`config.mk`:
```
export PLATFORM = sky130hd
export DESIGN_NAME = key_debounce_module
export DESIGN_NICKNAME = d
export VERILOG_FILES = /design/src/rtl/key_debounce_module.sv
export SDC_FILE = /design/constraint.sdc
export NUM_CORES = 1
export LEC_CHECK = 0
export CAP_MARGIN = 15
export CORE_MARGIN = 5
export CORE_UTILIZATION = 30
export DETAILED_ROUTE_END_ITERATION = 8
export GPL_TIMING_DRIVEN = 0
export PLACE_DENSITY_LB_ADDON = 0.1
export SLEW_MARGIN = 0
export SYNTH_ARGS = -nofsm -noshare
export SYNTH_HDL_FRONTEND = slang
export SYNTH_SLANG_ARGS = --single-unit
```
`constraint.sdc`:
```
create_clock -name CLK -period 7.2 [get_ports CLK]
set_input_delay 1.44 -clock CLK [delete_from_list [all_inputs] [get_ports CLK]]
set_output_delay 1.44 -clock CLK [all_outputs]
set_load 0.01 [all_outputs]
```
`src/rtl/key_debounce_module.sv`:
```
// -----------------------------------------------------------------------------
// key_debounce_module
//
// Purpose:
//   Cleans up one raw, bouncing, active-low push-button pin sampled on the
//   system clock. The pin is brought into the clock domain by a two-flop
//   synchronizer. A four-state FSM then confirms a level change only after
//   the synchronized pin has held the new value for a full debounce window.
//   A hold counter measures how long a confirmed press lasts and raises a
//   single long-press strobe once the hold time is reached.
//
// Parameters:
//   T_DEB    debounce window in clock cycles (>= 2)
//   T_LONG   hold time from Press_Pulse to Long_Pulse in cycles (>= 2)
//   CW_DEB   debounce counter width, 2**CW_DEB > T_DEB
//   CW_LONG  hold counter width, 2**CW_LONG > T_LONG
//
// Ports:
//   CLK            in   system clock, the only clock
//   RST            in   synchronous, active-high reset
//   KEY_In         in   raw button pin, asynchronous, 0 = pressed
//   Key_Level      out  debounced state, 1 = pressed
//   Press_Pulse    out  one-cycle strobe on each confirmed press
//   Release_Pulse  out  one-cycle strobe on each confirmed release
//   Long_Pulse     out  one-cycle strobe, once per press held T_LONG cycles
// -----------------------------------------------------------------------------
module key_debounce_module #(
   parameter int unsigned T_DEB   = 500_000,
   parameter int unsigned T_LONG  = 50_000_000,
   parameter int unsigned CW_DEB  = 19,
   parameter int unsigned CW_LONG = 26
) (
   input  logic CLK,
   input  logic RST,
   input  logic KEY_In,
   output logic Key_Level,
   output logic Press_Pulse,
   output logic Release_Pulse,
   output logic Long_Pulse
);

   localparam logic [CW_DEB-1:0]  DEB_LAST  = CW_DEB'(T_DEB - 1);
   localparam logic [CW_LONG-1:0] LONG_MAX  = CW_LONG'(T_LONG);
   localparam logic [CW_LONG-1:0] LONG_LAST = CW_LONG'(T_LONG - 1);

   typedef enum logic [1:0] {
      ST_IDLE    = 2'd0,
      ST_FILT_DN = 2'd1,
      ST_DOWN    = 2'd2,
      ST_FILT_UP = 2'd3
   } state_t;

   // Hold counter step that parks at T_LONG instead of wrapping, so a
   // button held indefinitely can never produce a second long-press strobe.
   function automatic logic [CW_LONG-1:0] hold_sat_inc(input logic [CW_LONG-1:0] v);
      return (v < LONG_MAX) ? (v + CW_LONG'(1)) : v;
   endfunction

   // Debounce counter step; the FSM never lets it run past DEB_LAST.
   function automatic logic [CW_DEB-1:0] deb_inc(input logic [CW_DEB-1:0] v);
      return v + CW_DEB'(1);
   endfunction

   // ------------------------------------------------------------------
   // Registers
   // ------------------------------------------------------------------
   logic                sync1_q;
   logic                key_s_q;
   state_t              state_q;
   logic [CW_DEB-1:0]   dcnt_q;
   logic [CW_LONG-1:0]  hcnt_q;
   logic                key_level_q;
   logic                press_q;
   logic                release_q;
   logic                long_q;

   // Next-state helpers
   logic                deb_done_d;
   logic                rel_confirm_d;
   logic                hold_active_d;
   logic                long_fire_d;
   logic [CW_DEB-1:0]   dcnt_inc_d;
   logic [CW_LONG-1:0]  hcnt_d;

   // ------------------------------------------------------------------
   // Synchronizer: both flops idle at 1 (released, pull-up level).
   // ------------------------------------------------------------------
   always_ff @(posedge CLK) begin
      if (RST) begin
         sync1_q <= 1'b1;
         key_s_q <= 1'b1;
      end else begin
         sync1_q <= KEY_In;
         key_s_q <= sync1_q;
      end
   end

   // ------------------------------------------------------------------
   // Counter control
   // ------------------------------------------------------------------
   always_comb begin
      deb_done_d    = (dcnt_q == DEB_LAST);
      dcnt_inc_d    = deb_inc(dcnt_q);

      // A release confirmed on this edge wins over the hold counter, so a
      // release landing on the same edge as the long-press suppresses it.
      rel_confirm_d = (state_q == ST_FILT_UP) && key_s_q && deb_done_d;

      // The key counts as held in DOWN and while a release is still being
      // filtered; bounces that do not confirm a release keep it counting.
      hold_active_d = ((state_q == ST_DOWN) || (state_q == ST_FILT_UP)) && !rel_confirm_d;

      hcnt_d        = hold_active_d ? hold_sat_inc(hcnt_q) : hcnt_q;

      // Only the T_LONG-1 -> T_LONG step fires; saturation prevents repeats.
      long_fire_d   = hold_active_d && (hcnt_q == LONG_LAST);
   end

   // ------------------------------------------------------------------
   // Debounce FSM with registered outputs
   // ------------------------------------------------------------------
   always_ff @(posedge CLK) begin
      if (RST) begin
         state_q     <= ST_IDLE;
         dcnt_q      <= '0;
         hcnt_q      <= '0;
         key_level_q <= 1'b0;
         press_q     <= 1'b0;
         release_q   <= 1'b0;
         long_q      <= 1'b0;
      end else begin
         press_q   <= 1'b0;
         release_q <= 1'b0;
         long_q    <= long_fire_d;
         hcnt_q    <= hcnt_d;

         case (state_q)
            ST_IDLE: begin
               key_level_q <= 1'b0;
               if (!key_s_q) begin
                  state_q <= ST_FILT_DN;
                  dcnt_q  <= '0;
               end
            end

            ST_FILT_DN: begin
               if (key_s_q) begin
                  state_q <= ST_IDLE;
                  dcnt_q  <= '0;
               end else if (deb_done_d) begin
                  state_q     <= ST_DOWN;
                  key_level_q <= 1'b1;
                  press_q     <= 1'b1;
                  hcnt_q      <= '0;
               end else begin
                  dcnt_q <= dcnt_inc_d;
               end
            end

            ST_DOWN: begin
               key_level_q <= 1'b1;
               if (key_s_q) begin
                  state_q <= ST_FILT_UP;
                  dcnt_q  <= '0;
               end
            end

            ST_FILT_UP: begin
               // Pin low again cancels the release even on the final
               // filter cycle; the hold count carries on untouched.
               if (!key_s_q) begin
                  state_q <= ST_DOWN;
                  dcnt_q  <= '0;
               end else if (deb_done_d) begin
                  state_q     <= ST_IDLE;
                  key_level_q <= 1'b0;
                  release_q   <= 1'b1;
               end else begin
                  dcnt_q <= dcnt_inc_d;
               end
            end

            default: begin
               state_q     <= ST_IDLE;
               dcnt_q      <= '0;
               key_level_q <= 1'b0;
            end
         endcase
      end
   end

   assign Key_Level     = key_level_q;
   assign Press_Pulse   = press_q;
   assign Release_Pulse = release_q;
   assign Long_Pulse    = long_q;

endmodule

```
[Word-level counts from Yosys, hierarchy flattened]
Index checks and enable logic that the tools add are counted.
Storage, ports and cells
  flip-flop bits (word level): 53
  logic and storage cells: 64
Cells by class
  add/sub/neg operators: 2
  $lt $le $gt $ge: 1
  equality and inequality tests: 13
  mux-type cells: 24
  bitwise logic cells: 3
  reduce and logical (&&, ||, !) cells: 12
Operators with widths (number)
  $mux W26: 5
  $mux W19: 5
  $pmux W19 S4: 1
  $add A26 B1 Y26 const B: 1
  $eq A26 B26 Y1 const B: 1
  $lt A26 B26 Y1 const B: 1
  $add A19 B1 Y19 const B: 1
  $eq A19 B19 Y1 const B: 1
  $mux W2: 6
  $ne A2 B2 Y1 const B: 6
  $pmux W2 S4: 1
  $reduce_and A4 Y1: 2
  $ne A3 B3 Y1 const B: 2
  $reduce_or A3 Y1: 2
  $mux W1: 5
  $eq A2 B2 Y1 const B: 2
  $logic_and A1 B1 Y1: 4
  $pmux W1 S4: 1
  $not A1 Y1: 3
  $eq A2 B1 Y1 const B: 1
  $logic_not A2 Y1: 1
  $reduce_and A2 Y1: 1
  $logic_not A1 Y1: 1
  $logic_or A1 B1 Y1: 1

[Depth between registers and ports, before layout]
Gate-level depths: netlist (run 1).
  depth in word-level cells: 9
  mapped depth: 10
  mapped depth without buffers: 8

[Worst setup path before layout (run 1)]
Ideal clock, no wire load.
  kind: input to register
  start: input port RST
  end: register dcnt_q[10]
  library setup time: 128 ps
  data arrival time: 2385 ps
  path slack: 4688 ps
  stages: 5
  buffers on the path: 3
  cells stage by stage: clkbuf_1 > a21o_1 > clkbuf_1 > clkbuf_1 > nor2_1
RTL lines
  start, declared: line 34  | input logic RST,
  end signal, assigned: line 156  | dcnt_q <= dcnt_inc_d;
  end signal, assigned: line 179  | dcnt_q <= dcnt_inc_d;
  end, declared: line 70  | logic [CW_DEB-1:0] dcnt_q;

==> results of run 1 <==
state kept, by name, summed over array words and instances (netlist names), named ones only:
signal,flops
Key_Level,1
state_q,1
key_s_q,1
dcnt_q,19
sync1_q,1
Press_Pulse,1
Release_Pulse,1
Long_Pulse,1
hcnt_q,26
worst min path at each step:
| stage | end | start | cells after the start |
|---|---|---|---|
| after floorplan | key_s_q | sync1_q | 1 |
| after global placement | key_s_q | sync1_q | 1 |
| after detailed placement | key_s_q | sync1_q | 1 |
| after CTS | key_s_q | sync1_q | 1 |
| after global routing | key_s_q | sync1_q | 1 |
| final | key_s_q | sync1_q | 1 |
cells in the mapped netlist, types with 2 or more instances:
| cell | count | area, µm² |
|---|---|---|
| sky130_fd_sc_hd__nor4_1 | 7 | 43.79 |
| sky130_fd_sc_hd__nand2b_1 | 2 | 12.51 |
| sky130_fd_sc_hd__xnor2_1 | 24 | 210.2 |
| sky130_fd_sc_hd__mux2i_1 | 5 | 50.05 |
| sky130_fd_sc_hd__o21ai_1 | 2 | 10.01 |
| sky130_fd_sc_hd__nand2_1 | 28 | 105.1 |
| sky130_fd_sc_hd__xor2_1 | 8 | 70.07 |
| sky130_fd_sc_hd__nor2_1 | 50 | 187.7 |
| sky130_fd_sc_hd__nand4_1 | 13 | 81.33 |
| sky130_fd_sc_hd__nand3_1 | 18 | 90.09 |
| sky130_fd_sc_hd__a21oi_1 | 12 | 60.06 |
| sky130_fd_sc_hd__or4_1 | 6 | 45.04 |
| sky130_fd_sc_hd__dfxtp_1 | 53 | 1061 |
| sky130_fd_sc_hd__o21ai_0 | 6 | 30.03 |
| sky130_fd_sc_hd__and3_1 | 4 | 25.02 |
| sky130_fd_sc_hd__ha_1 | 6 | 75.07 |
| sky130_fd_sc_hd__nor2b_1 | 2 | 12.51 |
| sky130_fd_sc_hd__or2_2 | 4 | 25.02 |
| sky130_fd_sc_hd__inv_1 | 3 | 11.26 |
| sky130_fd_sc_hd__a31o_2 | 2 | 17.52 |
| sky130_fd_sc_hd__and2_1 | 3 | 18.77 |
| sky130_fd_sc_hd__or3_1 | 7 | 43.79 |
| sky130_fd_sc_hd__nor3_1 | 27 | 135.1 |
| sky130_fd_sc_hd__a31oi_1 | 2 | 12.51 |
| sky130_fd_sc_hd__buf_4 | 2 | 15.01 |
| sky130_fd_sc_hd__mux2_2 | 2 | 22.52 |
| sky130_fd_sc_hd__clkbuf_1 | 7 | 26.28 |
cell usage in the layout (no fill, tap or decap), types with 7 or more instances in the layout:
cell                       instances
sky130_fd_sc_hd__dfxtp_1          53
sky130_fd_sc_hd__clkbuf_1          8
sky130_fd_sc_hd__nand4_1          13
sky130_fd_sc_hd__xnor2_1          24
sky130_fd_sc_hd__or3_1             7
sky130_fd_sc_hd__nand2_1          28
sky130_fd_sc_hd__nor3_1           27
sky130_fd_sc_hd__xor2_1            8
sky130_fd_sc_hd__a21oi_1          12
sky130_fd_sc_hd__nor4_1            7
sky130_fd_sc_hd__nor2_1           50
sky130_fd_sc_hd__nand3_1          18
final cells by class:
type	count	area (µm²)	area share, %
buffer	11	50.05	1.715
clock buffer	7	86.33	2.958
inverter	3	11.26	0.3858
multi-input combinational	254	1515	51.91
sequential	53	1061	36.35
tap	108	135.1	4.629
timing repair buffer	6	60.06	2.057
worst reg2reg max path: cells and delay by family, from the launching register on:
family / cells / cell delay [ns]
and+or+nand+nor: 4 / 1.13
buffers and inverters: 2 / 0.51
adders and majority gates: 1 / 0.34
DFF: 1 / 0.44
AOI/OAI and AO/OA: 2 / 0.37
where the power goes:
part	total, µW	switching (µW)	internal, µW
sequential	322	15.0	307
clock	169	92.0	76.6
combinational	150	96.0	53.6
routing by layer:
layer | track usage, % | up-vias | wire [µm]
li1 | - | 1152 | -
met1 | 14.83 | 1016 | 2824
met2 | 18.49 | 17 | 2630
met3 | 2.301 | 5 | 114
met4 | 3.053 | 0 | 60
met5 | 0 | - | 0
through the flow:
step | power [µW] | cell area, µm² | std cells | hold slack [ns]
final | 639.9 | 2919 | 442 | 0.4181
after detailed placement | 480.5 | 2833 | 435 | 0.4076
after floorplan | 436.4 | 2638 | 321 | 0.3895
after global routing | 686.8 | 2919 | 442 | 0.4520
after CTS | 653.9 | 2919 | 442 | 0.4236
after global placement | 482.3 | 2833 | 435 | 0.3961
logic make-up (layout without fill, tap and decap cells):
logic type | after synthesis | count (layout) | share of synthesized area (%)
compound gates | 31 | 31 | 6.974
xor+xnor | 32 | 32 | 10.63
fa+ha+maj | 6 | 6 | 2.846
buf+inv | 14 | 27 | 2.324
flops | 53 | 53 | 40.23
mux | 7 | 7 | 2.751
simple gates | 178 | 178 | 34.25
==> Flow_metrics.wiki, run 1 <==
{| class="wikitable"
! Metric !! Value
|-
| Std-Cell Rows || 34
|-
| Cell count after synthesis || 321
|-
| Final setup violation count || 0
|-
| WP buf/inv || 4
|-
| Synth unique cells || 43
|-
| GRT Util Overall || about 11%
|-
| Share of flip-flops with an asynchronous set or reset || 0%
|-
| Last element of the critical path || dcnt_q[10]
|-
| Number of hold violations in the final report || 0
|-
| Detailed-route via count || 2,190
|-
| Remaining antenna violation count || 0
|-
| Worst-margin pin slew || a little under 0.8 ns
|-
| Average detailed-routed wire length per instance || between 10 and 15 µm
|-
| Placer Congestion || between 0.7 and 0.8
|-
| Via count of the first global-routing pass || 2,166
|-
| Post-CTS clock slew at the launch and capture registers of the worst setup and hold paths || roughly 0.09 ns
|-
| Worst IR Drop VDD || roughly 0.12 mV
|-
| Avg Vias per Cell || 4.955
|-
| Part of the cycle the worst path needs || between 40% and 50%
|-
| Clock root buffer master || sky130_fd_sc_hd__clkbuf_8
|-
| Worst-case headroom to the max-slew limit || ~48%
|-
| R2r startpoint || state_q[0]
|-
| Count of clock tree sinks || 53
|-
| Pleak || roughly 0.00092 µW
|-
| Arrival time of the worst setup path || ~3.4 ns
|-
| Most numerous cell on the critical path || sky130_fd_sc_hd__clkbuf_1
|-
| Main synth FF type || sky130_fd_sc_hd__dfxtp_1
|-
| Mapped cell area || approximately 2600 µm²
|-
| Floorplan Core Area || ~8600 µm²
|-
| Resized Gates After CTS || 0
|-
| Element type at the critical path end || flop
|-
| Overall die width || 103.8 µm
|-
| Initial detailed-routing violation count || between 40 and 50
|-
| Largest stage delay, worst path || 0.50 ns
|-
| Maximum achievable frequency || between 300 and 400 MHz
|-
| DRC violations left || 0
|-
| Proportion of layout cells with a drive suffix above 1 || between 6 and 7%
|-
| R2R setup slack || between 4 and 5 ns
|-
| Count of nets after finishing || around 340
|-
| Worst min path class || reg -> reg
|-
| Initial DRT Pass Iterations || 4
|-
| Maxcap violations || 0
|-
| Post-CTS setup buffers || 0
|-
| TritonCTS clock tree || built
|-
| Largest buffer count on any clock path || 2
|-
| Worst setup slack after placement || approximately 3.6 ns
|-
| Number of cells on the worst reg-to-reg path || 9
|-
| Total die area || 10,770 µm²
|-
| Chain of cells forming the critical path || clkdlybuf4s50_1 > clkbuf_1 > a21o_1 > clkbuf_1 > clkbuf_1 > nor2_1
|-
| Result of the run || complete, no violations
|-
| Setup repair after global routing missed its margin || false
|-
| Wirelength, routed || 5630 µm
|-
| Syn Area/Cell || roughly 8 µm²
|-
| Post-DP HPWL || between 4000 and 5000 µm
|-
| Growth of design area from synthesis to finish || 10.67%
|-
| Clock skew after layout || 0.007626 ns
|-
| Number of fill cells in the layout || 929
|-
| Port-buffer cells || 6
|-
| Number of stages on the worst setup path || 6
|-
| Die Y || a little over 100 µm
|-
| Beginning of the critical path || RST
|-
| TritonCTS buffer count || 5
|-
| Initial core utilization || a little under a third
|-
| Wire length of the first global-routing pass || about 10,000 µm
|-
| Clock latency of the later-clocked register in the worst-skew pair || approximately 0.3 ns
|-
| Element type at the critical path start || input pin
|-
| Core Util, Final || roughly a third
|-
| CP Max Fanout || 10
|-
| Top-Level Pins || 7
|-
| Critical Path Slowest Stage Cell || sky130_fd_sc_hd__clkdlybuf4s50_1
|-
| Gate family responsible for the most delay along the worst path || buffers and inverters
|-
| Yosys warning total || 0
|-
| Power Dens Cells || 219.2 nW/µm²
|-
| Largest net degree at the start of global routing || 15
|-
| Quantity of hold-fixing buffers added after cts || 0
|-
| Critical register-to-register path endpoint || hcnt_q[18]
|-
| Max-slew violation count || 0
|-
| Worst Path Required || 7.37 ns
|-
| Overflow left after global routing || 0
|-
| Synthesized netlist net count || between 300 and 400
|-
| Number of synthesized flops with an enable pin || 0
|-
| Portion of the post-synthesis area used by sequential elements || approximately two fifths
|-
| H-tree levels || 2
|-
| Clock period minus final worst setup slack || 3.180 ns
|-
| Antenna cell count || 0
|-
| Setup Crit Path Kind || in -> reg
|-
| Aggregate negative setup slack || 0 ns
|-
| Number of storage elements in the synthesis netlist || 53
|-
| Initial antenna violation count || 0
|-
| Worst path setup slack after routing || 4.020 ns
|}
No activity file was read; power rests on OpenSTA's default activity.
==> inputs of run 2 (changes only) <==
clock period = 3.3 ns   (was 7.2 ns; I/O delays follow)
==> results of run 2 <==
Same layout as run 1 (identical final DEF). Status: complete, no violations.
Among the figures that moved: setup slack after placement 3.643 ns -> 0.4949 ns; setup slack after layout 4.020 ns -> 0.4558 ns; start point of the critical path RST -> state_q[0]; end point of the critical path dcnt_q[10] -> hcnt_q[18]; register-to-register setup slack 4.36 ns -> 0.46 ns; total power 639.9 µW -> 1396 µW; worst IR drop on VDD 0.1165 mV -> 0.2541 mV
==> inputs of run 3 (changes only) <==
HOLD_SLACK_MARGIN = 0.02   (was not set)
clock period = 2.5 ns   (was 3.3 ns; I/O delays follow)
==> Flow_metrics.wiki, run 3 (synthesis results as in run 1) <==
{| class="wikitable"
! Metric !! Value
|-
| Result of the run || complete, no violations
|-
| Post-route standard cell area excluding fillers || 3120 µm²
|-
| Post-layout instance count excluding filler cells || around 460
|-
| Port-buffer cells || 6
|-
| Number of flip-flops under the largest register name || 26
|-
| Post-layout total power || around 1900 µW
|-
| Worst path setup slack after routing || ~0.017 ns
|-
| TritonCTS clock tree || built
|-
| Total die area || between 10,000 and 15,000 µm²
|-
| Leading cell type in the layout, fill and taps excluded || sky130_fd_sc_hd__nor2_1
|-
| Chain of cells forming the critical path || or4_4 > nor3_4 > nor3b_4 > buf_4 > or4_4 > buf_6 > or4_1 > nand2_1
|-
| Initial antenna violation count || 0
|-
| Antenna cell count || 0
|-
| Initial DRT Pass Iterations || 4
|-
| Via count of the first global-routing pass || approximately 2,200
|-
| Count of nets after finishing || 356
|-
| Most numerous cell on the critical path || sky130_fd_sc_hd__or4_4
|-
| Worst-margin pin slew || 0.7382 ns
|-
| Avg Vias per Cell || about 5
|-
| Largest register by flop count || hcnt_q
|-
| Power Dens Cells || 602.9 nW/µm²
|-
| Floorplan Core Area || ~8600 µm²
|-
| Element type at the critical path end || flop
|-
| Placer Congestion || 0.7631
|-
| Part of the cycle the worst path needs || between 90 and 100%
|-
| Post-Place Cell Area || between 2000 and 3000 µm²
|-
| Arrival time of the worst setup path || approximately 2.7 ns
|-
| Top-Level Pins || 7
|-
| Average detailed-routed wire length per instance || 13.13 µm
|-
| Overall die width || a little over 100 µm
|-
| Clock skew after layout || 0.006839 ns
|-
| Detailed-route via count || roughly 2,300
|-
| Overflow left after global routing || 0
|-
| Critical Path Slowest Stage Cell || sky130_fd_sc_hd__or4_4
|-
| Pleak || ~0.0011 µW
|-
| Largest stage delay, worst path || 0.52 ns
|-
| Std-Cell Rows || 34
|-
| Largest registers in the final layout || hcnt_q x26, dcnt_q x19
|-
| Worst IR Drop VDD || roughly 0.3 mV
|-
| DRC violations left || 0
|-
| Growth of design area from synthesis to finish || 18.31%
|-
| Wirelength, routed || 5975 µm
|-
| Max-slew violation count || 0
|-
| Worst min path class || reg -> reg
|-
| Worst setup slack after placement || -0.3051 ns
|-
| Setup repair after global routing missed its margin || true
|-
| Largest buffer count on any clock path || 2
|-
| Post-CTS clock slew at the launch and capture registers of the worst setup and hold paths || around 0.09 ns
|-
| Proportion of layout cells with a drive suffix above 1 || between 10% and 20%
|-
| Clock root buffer master || sky130_fd_sc_hd__clkbuf_8
|-
| Worst Path Required || roughly 2.8 ns
|-
| GRT Util Overall || ~11%
|-
| Number of fill cells in the layout || a little over 900
|-
| Setup Crit Path Kind || reg -> reg
|-
| H-tree levels || 2
|-
| Initial detailed-routing violation count || 51
|-
| Wire length of the first global-routing pass || 10,490 µm
|-
| Maximum achievable frequency || 402.7 MHz
|-
| Post-DP HPWL || between 4000 and 5000 µm
|-
| Initial core utilization || 30.54%
|-
| Count of clock tree sinks || 53
|-
| Clock latency of the later-clocked register in the worst-skew pair || around 0.3 ns
|-
| Most used cells in the layout excluding fill and tap cells || sky130_fd_sc_hd__nor2_1 (50), sky130_fd_sc_hd__dfxtp_1 (45), sky130_fd_sc_hd__nand2_1 (28)
|-
| TritonCTS buffer count || 5
|-
| Clock period minus final worst setup slack || 2.483 ns
|-
| Total placed cells including tap cells || around 440
|-
| Element type at the critical path start || flop
|-
| Final setup violation count || 0
|-
| Final hold slack || 0.4186 ns
|-
| CP Max Fanout || 8
|-
| Maxcap violations || 0
|-
| Remaining antenna violation count || 0
|-
| Die Y || ~100 µm
|-
| Largest net degree at the start of global routing || 15
|-
| Number of hold violations in the final report || 0
|-
| Quantity of hold-fixing buffers added after cts || 0
|-
| Worst-case headroom to the max-slew limit || about half
|}
## run 3: changes by cell type in the layout (fill, tap and decap cells not counted), moves of 4 or more
cell | before | now
sky130_fd_sc_hd__buf_4 | 2 | 13
sky130_fd_sc_hd__dfxtp_1 | 53 | 45
sky130_fd_sc_hd__buf_6 | 0 | 4
sky130_fd_sc_hd__clkbuf_1 | 8 | 4
sky130_fd_sc_hd__clkbuf_2 | 0 | 4
sky130_fd_sc_hd__dfxtp_2 | 0 | 4
sky130_fd_sc_hd__dfxtp_4 | 0 | 4
sky130_fd_sc_hd__or4_1 | 6 | 2
sky130_fd_sc_hd__or4_4 | 1 | 5
## run 3: power breakdown
part           total (µW)  switching, µW  internal (µW)
clock                 499            278            221
sequential            924           44.6            879
combinational         459            289            171
total                1880            611           1270
## run 3: worst paths after layout
check,from,end,slack [ns],depth (start not counted)
max,hcnt_q[10],hcnt_q[18],0.02,8
min,sync1_q,key_s_q,0.42,1
max reg2reg,hcnt_q[10],hcnt_q[18],0.02,8
min reg2reg,sync1_q,key_s_q,0.42,1
## run 3: area by class of cell
cell class | instances | area (µm²) | area share [%]
tap | 108 | 135.1 | 4.330
inverter | 3 | 11.26 | 0.3609
clock buffer | 7 | 86.33 | 2.767
timing repair buffer | 20 | 168.9 | 5.413
sequential | 53 | 1081 | 34.64
buffer | 10 | 65.06 | 2.085
multi-input combinational | 254 | 1573 | 50.40
## run 3: repair_timing
item,in CTS,in global routing
setup buffers,4,11
gates resized for setup,4,36
endpoints found under the setup margin,18,38
pin swaps,0,14
## run 3: through the flow
| stage | utilization [%] | TNS (ns) |
|---|---|---|
| final | 36.13 | 0 |
| after global routing | 36.13 | -0.3546 |
| after CTS | 34.28 | 0 |
| after detailed placement | 32.80 | -3.323 |
| after global placement | 32.80 | -3.129 |
| after floorplan | - | 0 |
## run 3: critical path: cells and delay by family, from the launching register on
| kind | cells | cell delay, ns |
|---|---|---|
| buffers and inverters | 2 | 0.28 |
| and+or+nand+nor | 6 | 1.80 |
| DFF | 1 | 0.34 |
## run 3: metal layers
layer / vias up / GRT usage (%) / wire, µm
met3: 7 / 2.301 / 160
met2: 31 / 19.13 / 2851
met5: - / 0 / 0
met4: 0 / 3.053 / 87
li1: 1181 / - / -
met1: 1096 / 14.98 / 2875
